<file path="src/rtl/rysy_arb_pkg.sv">
// rysy_arb_pkg: shared types and defaults for the rysy memory arbiter.
//   arb_state_t   : arbitration state (ARB = open, LOCK1 = loader holds bus)
//   M_CORE/M_LOAD : master ids used for the read-return owner
//   ARB_*         : default widths and hold limit
package rysy_arb_pkg;

    typedef enum logic {
        ARB   = 1'b0,
        LOCK1 = 1'b1
    } arb_state_t;

    localparam int unsigned M_CORE = 0;
    localparam int unsigned M_LOAD = 1;

    localparam int unsigned ARB_ADDR_W   = 32;
    localparam int unsigned ARB_DATA_W   = 32;
    localparam int unsigned ARB_MAX_HOLD = 4;
    localparam int unsigned STARVE_W     = 4;

endpackage

</file>
<file path="src/rtl/rysy_arb_rsp.sv">
// rysy_arb_rsp: read-return tracker for the arbiter.
// Remembers which master issued the read granted last cycle and steers the
// memory's read data back to that master for exactly one cycle.
//   clk, rst          : clock, synchronous active-high reset
//   issue             : a read was granted this cycle
//   issue_owner       : id of the master that owns that read (M_CORE/M_LOAD)
//   mem_rdata         : memory read data (valid one cycle after the address)
//   m0_rvalid/rdata   : core read return
//   m1_rvalid/rdata   : loader read return
module rysy_arb_rsp
    import rysy_arb_pkg::*;
#(
    parameter int unsigned DATA_W = ARB_DATA_W
) (
    input  logic              clk,
    input  logic              rst,
    input  logic              issue,
    input  logic              issue_owner,
    input  logic [DATA_W-1:0] mem_rdata,
    output logic              m0_rvalid,
    output logic [DATA_W-1:0] m0_rdata,
    output logic              m1_rvalid,
    output logic [DATA_W-1:0] m1_rdata
);

    logic valid_q;
    logic owner_q;

    // One-deep return pipeline matching the memory's read latency.
    always_ff @(posedge clk) begin
        if (rst) begin
            valid_q <= 1'b0;
            owner_q <= 1'(M_CORE);
        end else begin
            valid_q <= issue;
            owner_q <= issue_owner;
        end
    end

    // Route data to the owner; a reset cycle suppresses any pending return.
    always_comb begin
        m0_rvalid = 1'b0;
        m1_rvalid = 1'b0;
        m0_rdata  = '0;
        m1_rdata  = '0;
        if (valid_q && !rst) begin
            if (owner_q == 1'(M_LOAD)) begin
                m1_rvalid = 1'b1;
                m1_rdata  = mem_rdata;
            end else begin
                m0_rvalid = 1'b1;
                m0_rdata  = mem_rdata;
            end
        end
    end

endmodule

</file>
<file path="src/rtl/rysy_mem_arbiter.sv">
// rysy_mem_arbiter: shares one synchronous single-port RAM between the
// rysy_core port (m0) and a loader/debug port (m1).
// Fixed priority to the core, a starvation guard that forces a loader grant
// after MAX_HOLD consecutive core grants while the loader waits, and a loader
// lock (m1_lock) that keeps the bus for atomic bursts.
// Ports:
//   clk, rst                     : clock, synchronous active-high reset
//   m0_* / m1_*                  : req/addr/wdata/we/be in, gnt/rvalid/rdata out
//   m1_lock                      : loader bus lock, meaningful with m1_req
//   mem_addr/wdata/we/be         : memory request (combinational from grant)
//   mem_rdata                    : memory read data, one cycle after address
// Optional build macro RYSY_ARB_PERF_EN adds perf_m0_grants, perf_m1_grants
// and perf_m1_wait (32-bit wrapping counters).
module rysy_mem_arbiter
    import rysy_arb_pkg::*;
#(
    parameter int unsigned ADDR_W   = ARB_ADDR_W,
    parameter int unsigned DATA_W   = ARB_DATA_W,
    parameter int unsigned MAX_HOLD = ARB_MAX_HOLD
) (
    input  logic                  clk,
    input  logic                  rst,
    input  logic                  m0_req,
    input  logic [ADDR_W-1:0]     m0_addr,
    input  logic [DATA_W-1:0]     m0_wdata,
    input  logic                  m0_we,
    input  logic [DATA_W/8-1:0]   m0_be,
    output logic                  m0_gnt,
    output logic                  m0_rvalid,
    output logic [DATA_W-1:0]     m0_rdata,
    input  logic                  m1_req,
    input  logic [ADDR_W-1:0]     m1_addr,
    input  logic [DATA_W-1:0]     m1_wdata,
    input  logic                  m1_we,
    input  logic [DATA_W/8-1:0]   m1_be,
    input  logic                  m1_lock,
    output logic                  m1_gnt,
    output logic                  m1_rvalid,
    output logic [DATA_W-1:0]     m1_rdata,
    output logic [ADDR_W-1:0]     mem_addr,
    output logic [DATA_W-1:0]     mem_wdata,
    output logic                  mem_we,
    output logic [DATA_W/8-1:0]   mem_be,
    input  logic [DATA_W-1:0]     mem_rdata
`ifdef RYSY_ARB_PERF_EN
    ,
    output logic [31:0]           perf_m0_grants,
    output logic [31:0]           perf_m1_grants,
    output logic [31:0]           perf_m1_wait
`endif
);

    localparam logic [STARVE_W-1:0] HOLD_LIMIT = STARVE_W'(MAX_HOLD);

    arb_state_t          state;
    arb_state_t          state_next;
    logic [STARVE_W-1:0] starve_cnt;
    logic [STARVE_W-1:0] starve_next;
    logic                gnt0;
    logic                gnt1;

    // State and starvation counter registers.
    always_ff @(posedge clk) begin
        if (rst) begin
            state      <= ARB;
            starve_cnt <= '0;
        end else begin
            state      <= state_next;
            starve_cnt <= starve_next;
        end
    end

    // Grant decision, next state and starvation counter update.
    always_comb begin
        gnt0        = 1'b0;
        gnt1        = 1'b0;
        state_next  = state;
        starve_next = starve_cnt;
        if (!rst) begin
            unique case (state)
                ARB: begin
                    if (m0_req && !((starve_cnt == HOLD_LIMIT) && m1_req)) begin
                        gnt0 = 1'b1;
                    end else if (m1_req) begin
                        gnt1 = 1'b1;
                    end
                    // Only a granted loader beat can take the lock.
                    if (gnt1 && m1_lock) begin
                        state_next = LOCK1;
                    end
                end
                LOCK1: begin
                    gnt1 = m1_req;
                    if ((gnt1 && !m1_lock) || (!m1_req && !m1_lock)) begin
                        state_next = ARB;
                    end
                end
                default: state_next = ARB;
            endcase

            // Counts core wins the loader had to sit through; saturates.
            if (gnt1 || !m1_req) begin
                starve_next = '0;
            end else if (gnt0 && (starve_cnt < HOLD_LIMIT)) begin
                starve_next = starve_cnt + STARVE_W'(1);
            end
        end
    end

    assign m0_gnt = gnt0;
    assign m1_gnt = gnt1;

    // Memory request mux; idle bus is driven to all zeros.
    always_comb begin
        mem_addr  = '0;
        mem_wdata = '0;
        mem_we    = 1'b0;
        mem_be    = '0;
        if (gnt0) begin
            mem_addr  = m0_addr;
            mem_wdata = m0_wdata;
            mem_we    = m0_we;
            mem_be    = m0_be;
        end else if (gnt1) begin
            mem_addr  = m1_addr;
            mem_wdata = m1_wdata;
            mem_we    = m1_we;
            mem_be    = m1_be;
        end
    end

    rysy_arb_rsp #(
        .DATA_W (DATA_W)
    ) u_rsp (
        .clk         (clk),
        .rst         (rst),
        .issue       ((gnt0 && !m0_we) || (gnt1 && !m1_we)),
        .issue_owner (gnt1),
        .mem_rdata   (mem_rdata),
        .m0_rvalid   (m0_rvalid),
        .m0_rdata    (m0_rdata),
        .m1_rvalid   (m1_rvalid),
        .m1_rdata    (m1_rdata)
    );

`ifdef RYSY_ARB_PERF_EN
    // Transfer and loader-wait counters, wrapping modulo 2^32.
    always_ff @(posedge clk) begin
        if (rst) begin
            perf_m0_grants <= '0;
            perf_m1_grants <= '0;
            perf_m1_wait   <= '0;
        end else begin
            if (m0_req && gnt0) begin
                perf_m0_grants <= perf_m0_grants + 32'd1;
            end
            if (m1_req && gnt1) begin
                perf_m1_grants <= perf_m1_grants + 32'd1;
            end
            if (m1_req && !gnt1) begin
                perf_m1_wait <= perf_m1_wait + 32'd1;
            end
        end
    end
`endif

endmodule

</file>
<file path="config.mk">
export PLATFORM = sky130hd
export DESIGN_NAME = rysy_mem_arbiter
export DESIGN_NICKNAME = d
export VERILOG_FILES = /design/src/rtl/rysy_arb_pkg.sv /design/src/rtl/rysy_arb_rsp.sv /design/src/rtl/rysy_mem_arbiter.sv
export SDC_FILE = /design/constraint.sdc
export NUM_CORES = 1
export LEC_CHECK = 0
export ABC_AREA = 1
export CORE_AREA = 2 2 122 124
export CTS_BUF_LIST = sky130_fd_sc_hd__clkbuf_4
export CTS_CLUSTER_DIAMETER = 40
export DETAILED_ROUTE_END_ITERATION = 8
export DIE_AREA = 0 0 124 126
export PLACE_DENSITY = 0.62
export SYNTH_ARGS = -nofsm -noshare
export SYNTH_HDL_FRONTEND = slang
export SYNTH_SLANG_ARGS = --single-unit
export TNS_END_PERCENT = 1
</file>
<file path="constraint.sdc">
create_clock -name clk -period 4.7 [get_ports clk]
set_clock_uncertainty 0.15 [all_clocks]
set_input_delay 1.41 -clock clk [delete_from_list [all_inputs] [get_ports clk]]
set_output_delay 1.41 -clock clk [all_outputs]
set_load 0.02 [all_outputs]
</file>
# Word-level counts from Yosys, hierarchy flattened
# Cells that the tools add are included.
[word_totals]
ff_bits = 7
latch_bits = 0
ram_bits = 0
rom_bits = 0
in_bits = 175
output_inout_bits = 137
wordCells = 57
n_memories = 0
[op_classes]
n_addsub = 1
mul = 0
n_div = 0
n_lt_le_gt_ge = 1
n_eq_ne = 1
n_shift = 0
muxes = 30
n_bitwise = 1
n_reduce_logical = 19
[op_table]
columns = ["op", "n"]
rows = [
  ["$mux W32", 8],
  ["$mux W1", 18],
  ["$logic_and A1 B1 Y1", 9],
  ["$mux W4", 2],
  ["$logic_not A1 Y1", 6],
  ["$add A4 B1 Y4 const B", 1],
  ["$eq A4 B3 Y1 const B", 1],
  ["$lt A4 B3 Y1 const B", 1],
  ["$pmux W1 S2", 2],
  ["$logic_or A1 B1 Y1", 3],
  ["$reduce_or A2 Y1", 1],
  ["$not A1 Y1", 1],
]

# Longest topological paths before layout
# Gate-level depths: netlist of run 1.
[depth]
word_depth = 12
ltp_mapped = 10
mapped_depth_nobuf = 9

# By module
# Synthesis of run 1 repeated with hierarchy kept, for this count alone.
[hier_totals]
cells_unflattened = 437
area_unflattened_um2 = 2139.6
[by_module_without_submodules]
columns = ["mod", "instances", "cells_per_inst", "area_each_um2", "seq_area_each_um2"]
rows = [
  ["rysy_mem_arbiter", 1, 284, 1481.4, 100.1],
  ["rysy_arb_rsp", 1, 153, 658.1, 40.0],
]

# Least setup slack after synthesis of run 1
# No wires, ideal clock.
[synth_path]
path_type = "in2out"
startpoint = "input rst"
endpoint = "output m0_rdata[10]"
arrival_ns = 2.328
t_required_ns = 3.140
path_slack_ns = 0.812
stages = 6
n_path_buf = 1
path_cell_list = "inv_2 -> nand2_1 -> nor2_2 -> inv_2 -> buf_2 -> nor2_1"
[synth_via]
elab_chain_cells = 3
[synth_lines]
columns = ["item", "line", "source"]
rows = [
  ["start: declaration", "rysy_mem_arbiter.sv:22", "input logic rst,"],
  ["$logic_not A1 Y1", "rysy_arb_rsp.sv:46", "if (valid_q && !rst) begin"],
  ["$logic_and A1 B1 Y1", "rysy_arb_rsp.sv:46", ""],
  ["$mux W32", "rysy_arb_rsp.sv:46", ""],
  ["end: declaration", "rysy_mem_arbiter.sv:30", "output logic [DATA_W-1:0] m0_rdata,"],
]
# No other way between the ends.

# Worst setup path after layout of run 1
[layout_path]
startpoint = "input m0_req"
endpoint = "output mem_addr[13]"
[layout_via]
elab_chain_cells = 9
elab_cells_between_ends = 13
cone_classes = "12 x mux; 1 x reduce/logical"
[layout_lines]
columns = ["item", "line", "source"]
rows = [
  ["start: declaration", "rysy_mem_arbiter.sv:23", "input logic m0_req,"],
  ["$logic_and A1 B1 Y1 *", "rysy_mem_arbiter.sv:82", "if (m0_req && !((starve_cnt == HOLD_LIMIT) && m1_req)) begin"],
  ["$mux W1", "rysy_mem_arbiter.sv:82", ""],
  ["$mux W1", "rysy_mem_arbiter.sv:80", "unique case (state)"],
  ["$mux W1", "rysy_mem_arbiter.sv:79", "if (!rst) begin"],
  ["$pmux W1 S2", "rysy_mem_arbiter.sv:80", ""],
  ["$mux W1 (2 in series)", "rysy_mem_arbiter.sv:79", ""],
  ["$mux W32", "rysy_mem_arbiter.sv:124", "end else if (gnt1) begin"],
  ["$mux W32 *", "rysy_mem_arbiter.sv:119", "if (gnt0) begin"],
  ["end: declaration", "rysy_mem_arbiter.sv:40", "output logic [ADDR_W-1:0] mem_addr,"],
]
# Every way passes the cells marked *; elsewhere a longest branch is shown, timed or not. The select of a mux whose other input is x is not followed.

==> results of run 1 <==
==> sequential cells by signal, summed over array words and instances, names as in the netlist <==
| signal | count |
|---|---|
| starve_cnt | 4 |
| state | 1 |
| u_rsp.owner_q | 1 |
| u_rsp.valid_q | 1 |
==> logic make-up after synthesis <==
| family | share of synthesized area (%) |
|---|---|
| flip-flops | 7.50 |
| AO/OA/AOI/OAI | 0.535 |
| adder cells (fa/ha/maj) | 1.34 |
| AND/OR/NAND/NOR | 68.3 |
| XOR/XNOR | 0.469 |
| buffers and inverters | 21.9 |
==> worst max-delay path: cells and delay by family <==
family | cells | cell delay [ns]
buffers and inverters | 5 | 1.24
AND/OR/NAND/NOR | 4 | 0.39
==> timing repair <==
action | CTS | global route
setup buffers | 0 | 0
gates resized for setup | 132 | 2
endpoints found under the setup margin | 132 | 2
gates cloned | 0 | 0
==> where the power goes <==
part | internal (mW) | switching [mW] | total, mW
Clock | 0.0312 | 0.0243 | 0.0555
Sequential | 0.0612 | 0.00108 | 0.0622
Combinational | 0.213 | 0.174 | 0.387
Total | 0.305 | 0.200 | 0.505
==> worst min-delay path by stage <==
stage,from,to,slack (ns),cells after the start
finish,starve_cnt[3],starve_cnt[3],0.33,2
global route,starve_cnt[3],starve_cnt[3],0.37,2
CTS,starve_cnt[3],starve_cnt[3],0.34,2
detailed placement,starve_cnt[3],starve_cnt[3],0.33,2
global placement,starve_cnt[3],starve_cnt[3],0.33,2
floorplan,starve_cnt[3],starve_cnt[3],0.30,2
==> layer usage <==
layer / global-route usage, % / up-vias / share of wire (%)
li1: - / 1781 / -
met1: 13.0 / 1391 / 34
met2: 24.6 / 208 / 52
met3: 3.53 / 10 / 13
met4: 2.18 / 0 / 1.2
met5: 0 / - / 0
==> metrics by stage <==
stage	setup WS [ns]	instances	utilization, %	setup TNS, ns
2_1_floorplan	0.812	384	-	0
3_3_place_gp	-0.184	876	36.6	-10.10
3_5_place_dp	-0.180	876	36.6	-10.44
4_1_cts	0.0182	880	35.6	0
5_1_grt	0.0113	880	35.6	0
6_report	0.0981	880	35.6	0
==> cells in the mapped netlist <==
library cell    n
nand2_2        11
o21ai_0         2
nor2_1         75
nand3b_1        1
nor2_4          2
nand2_1       133
dfxtp_1         7
buf_8           2
buf_6          12
buf_2          13
nand3_1        70
inv_4           1
inv_1          42
nor2_2          3
inv_2           4
nand2_4         1
nand3_2         1
nand4_1         1
ha_1            2
xor2_1          1
==> layout make-up <==
class	instances	share of cell area (%)
Sequential cell	7	2.75
Clock buffer	3	0.442
Tap cell	184	4.52
Multi-Input combinational cell	303	25.9
Inverter	47	3.51
Clock inverter	1	0.0982
Timing Repair Buffer	335	62.8
==> flow_summary.toml, run 1 <==
[floorplanning]
ios = 312
rows = 44
dieArea_mm2 = 0.0156
core_region_area_mm2 = 0.0143
initial_core_util_pct = 13.1
die_y_um = 126
die_x_um = 124

[pwr]
leakage_nw = 2.95
ir_worst_vdd_uv = 41.6
power_density_mw_per_mm2 = 99.0
power_mw = 0.505

[routing]
drtAntennaViolNets = 0
drc_errors = 0
drtIter0Drc = 64
drt-pass1-iter-count = 4
wl_per_cell_um = 12.2
wirelength_um = 10700
route.vias.total = 3390
via_per_inst = 3.85

[placed_design]
io_buffers = 311
placed_cell_area_mm2 = 0.00523
hpwlAfterDp_um = 9050
place.gp.congestion = 0.844

[worst_setup_path]
r2r-start = "starve_cnt[0]"
regToRegSetupSlack_ns = 3.17
setup.worst_path.start = "m0_req"
cpPeakStageDelay_ns = 0.49
slowest_stage = "clkdlybuf4s50_1"
endpoint = "mem_addr[13]"
timing.critical_path.mode_cell = "nand2_1"
worst_setup_path_end_kind = "output port"
critical_path_class = "in2out"
timing.rr.end = "u_rsp.valid_q"
cp_cell_sequence = "clkdlybuf4s50_1 -> inv_1 -> nor2_4 -> nand3_2 -> inv_4 -> buf_4 -> nand2_1 -> nand2_1 -> dlygate4sd2_1"
crit_fanout = 11
ff2ff_path_depth = 9
worst_ep_required_time_ns = 3.14
start_kind = "input port"
worst_ep_arrival_time_ns = 3.04

[sta]
rsz0062_at_grt = "false"
setup_violations = 0
worstMarginPinSlew_ns = 0.245
hold_viol = 0
min_period_over_period_pct = 97.9
timing.hold.ws_ns = 0.332
fmax_mhz = 217
final_max_slew_viol_count = 0
fin_crit_ns = 4.60
maxSlewHeadroom_pct = 83.7

[synth]
syn-num-nets = 561
synth_top_area_share_pct = 26.7
syn-cell-area_mm2 = 0.00187
yosys_warnings = 0
synth_area_leaders = "nand2_1 (27%), nand3_1 (19%), nor2_1 (15%), inv_1 (8.4%), dfxtp_1 (7.5%)"
yosysUniqueCellTypes = 20
seq_area_frac_synth_pct = 7.50
synth_cells = 384
synth.largest_area_cell = "nand2_1"
synth_seq_cells = 7
avgSynthCellArea_um2 = 4.87

[cells_and_area]
final_cell_mix = "clkdlybuf4s50_1 (176), nand2_1 (133), dlygate4sd2_1 (131)"
seqCellArea_um2 = 140
finalInstanceArea_mm2 = 0.00510
multi_input_area_mm2 = 0.00132
diodes = 0
area_growth_pct = 173
layout_commonest_cell = "clkdlybuf4s50_1"
nets = 874
n_fill_cell = 1601
layout-drive-gt1-share_pct = 7.61

[cts]
cts_hold_buf = 0
clock_latency_ns = 0.26
clock_sink_count = 7
root_buffer = "clkbuf_4"
clockBufferDepth = 2
cts_tree = "built"
cts.clk_slew.worst_paths_ns = 0.06
htree_levels = 1
cts_buffers = 3

[grt]
grt_use_total_pct = 12.5
antenna_found_initial = 0
grt_overflow = 0
grt_start_max_net_pins = 48
grt_pass1_vias = 3191
grt_pass1_wl_um = 15700

[run]
drv_cap = 0

[worst_hold_path]
worst_hold_path_type = "reg2reg"

[run_status]
status = "completed"
Power figures use the tool's default switching activity.
==> run 2, diff against run 1 <==
--- a/config.mk
+++ b/config.mk
@@ -6,6 +6,7 @@
 export NUM_CORES = 1
 export LEC_CHECK = 0
 export ABC_AREA = 1
+export CAP_MARGIN = 20
 export CORE_AREA = 2 2 122 124
 export CTS_BUF_LIST = sky130_fd_sc_hd__clkbuf_4
 export CTS_CLUSTER_DIAMETER = 40
==> results of run 2 <==
No change in the layout: final DEF, timing and power equal those of run 1.
==> run 3, diff against run 2 <==
--- a/config.mk
+++ b/config.mk
@@ -13,6 +13,7 @@
 export DETAILED_ROUTE_END_ITERATION = 8
 export DIE_AREA = 0 0 124 126
 export PLACE_DENSITY = 0.62
+export REMOVE_ABC_BUFFERS = 1
 export SYNTH_ARGS = -nofsm -noshare
 export SYNTH_HDL_FRONTEND = slang
 export SYNTH_SLANG_ARGS = --single-unit
==> run 3 against run 2 <==
Net effect: design area grew 2.3%; critical path depth is 2 lower; highest routed layer unchanged; critical endpoint is now m0_rdata[2]; largest power group unchanged; register-to-register slack worse by 0.02 ns; flip-flop and latch count did not move; global-route usage increased by 0.57 points; total power is 2.1% higher.
==> flow_summary.toml, run 3 (synthesized netlist as in run 1, its figures left out) <==
[run_status]
status = "completed"

[run]
drv_cap = 0

[sta]
final_max_slew_viol_count = 0
fin_crit_ns = 4.61
hold_viol = 0
min_period_over_period_pct = 98.0
fmax_mhz = 217
maxSlewHeadroom_pct = 80.4
setup_violations = 0
timing.hold.ws_ns = 0.350
rsz0062_at_grt = "false"
worstMarginPinSlew_ns = 0.294

[cells_and_area]
seqCellArea_um2 = 140
diodes = 0
n_fill_cell = 1580
layout_commonest_cell = "clkdlybuf4s50_1"
largest_reg_flops = 4
area_growth_pct = 179
final_cell_mix = "clkdlybuf4s50_1 (177), nand2_1 (133), dlygate4sd2_1 (96)"
nets = 870
multi_input_area_mm2 = 0.00132
layout-drive-gt1-share_pct = 7.23
top_register = "starve_cnt"

[pwr]
cellInternalPower_mw = 0.314
switchingPower_mw = 0.201
leakage_nw = 3.36
seqPwrFrac_pct = 12.1
p_sw_share_pct = 39.1
power_mw = 0.515
ir_worst_vdd_uv = 47.4
clock_power_share_pct = 11.9
power_density_mw_per_mm2 = 98.8
p_comb_share_pct = 76.0

[floorplanning]
dieArea_mm2 = 0.0156
die_x_um = 124
core_region_area_mm2 = 0.0143
die_y_um = 126
initial_core_util_pct = 13.1
ios = 312
rows = 44

[cts]
cts_buffers = 3
cts_tree = "built"
cts.clk_slew.worst_paths_ns = 0.05
clock_sink_count = 7
cts_hold_buf = 0
clockBufferDepth = 2
clock_latency_ns = 0.25
htree_levels = 1
root_buffer = "clkbuf_4"

[worst_setup_path]
regToRegSetupSlack_ns = 3.15
worst_ep_required_time_ns = 3.14
worst_ep_arrival_time_ns = 3.05
start_kind = "input port"
worst_setup_path_end_kind = "output port"
critical_path_class = "in2out"
crit_fanout = 11

[grt]
grt_use_met3_pct = 3.08
grt_use_total_pct = 13.1
antenna_found_initial = 0
grt_pass1_wl_um = 16500
grt_pass1_vias = 3247
grt_use_met1_pct = 14.8
grt_overflow = 0
grt-busiest-layer = "met2"
use_met2_pct = 25.1
grt_start_max_net_pins = 40

[routing]
drt-pass1-iter-count = 4
wirelength_um = 11200
drtIter0Drc = 82
wl_per_cell_um = 12.8
route.vias.total = 3439
drtAntennaViolNets = 0
via_per_inst = 3.93
drc_errors = 0

[placed_design]
io_buffers = 311
hpwlAfterDp_um = 9590
place.gp.congestion = 0.846

[worst_hold_path]
worst_hold_path_type = "reg2reg"
run 3: critical path: stages:
cell	delay [ns]
clkdlybuf4s50_1	0.47
inv_2	0.08
nand2_1	0.08
nor2_2	0.14
inv_2	0.13
nor2_1	0.11
clkdlybuf4s50_1	0.61
run 3: area by class of cell:
type / count / area share, %
Clock buffer: 4 / 0.576
Inverter: 47 / 3.48
Multi-Input combinational cell: 303 / 25.3
Sequential cell: 7 / 2.69
Tap cell: 184 / 4.41
Timing Repair Buffer: 331 / 63.5
run 3: what timing repair did:
action	4_1_cts	5_1_grt
gates resized for setup	101	37
endpoints found under the setup margin	128	36
setup buffers	0	0
run 3: final timing paths:
check / from / to / depth (start not counted)
min reg2reg: starve_cnt[3] / starve_cnt[3] / 2
min: starve_cnt[3] / starve_cnt[3] / 2
max reg2reg: starve_cnt[0] / u_rsp.owner_q / 10
max: rst / m0_rdata[2] / 7
run 3: per-stage QoR:
step | setup TNS (ns) | instance area [um^2] | util, % | worst slack (ns) | std cells
2_1_floorplan | 0 | 1640 | - | 0.534 | 357
6_report | 0 | 5220 | 36.4 | 0.0937 | 876
4_1_cts | 0 | 5130 | 35.9 | 0.000683 | 876
5_1_grt | 0 | 5220 | 36.4 | 0.000889 | 876
3_3_place_gp | -12.15 | 5230 | 36.5 | -0.197 | 872
3_5_place_dp | -12.05 | 5230 | 36.5 | -0.198 | 872
run 3: metal layers:
layer / vias to the layer above / wire [um]
met5: - / 0
met4: 0 / 41
met3: 5 / 1310
met2: 200 / 5640
met1: 1459 / 4230
li1: 1775 / -
run 3: power by group through the flow:
stage / Sequential, mW / Combinational [mW] / Clock (mW)
4_1_cts: 0.0622 / 0.397 / 0.0630
3_5_place_dp: 0.0635 / 0.428 / 0
6_report: 0.0622 / 0.392 / 0.0613
5_1_grt: 0.0624 / 0.424 / 0.0650
2_1_floorplan: 0.0633 / 0.139 / 0
3_3_place_gp: 0.0635 / 0.427 / 0
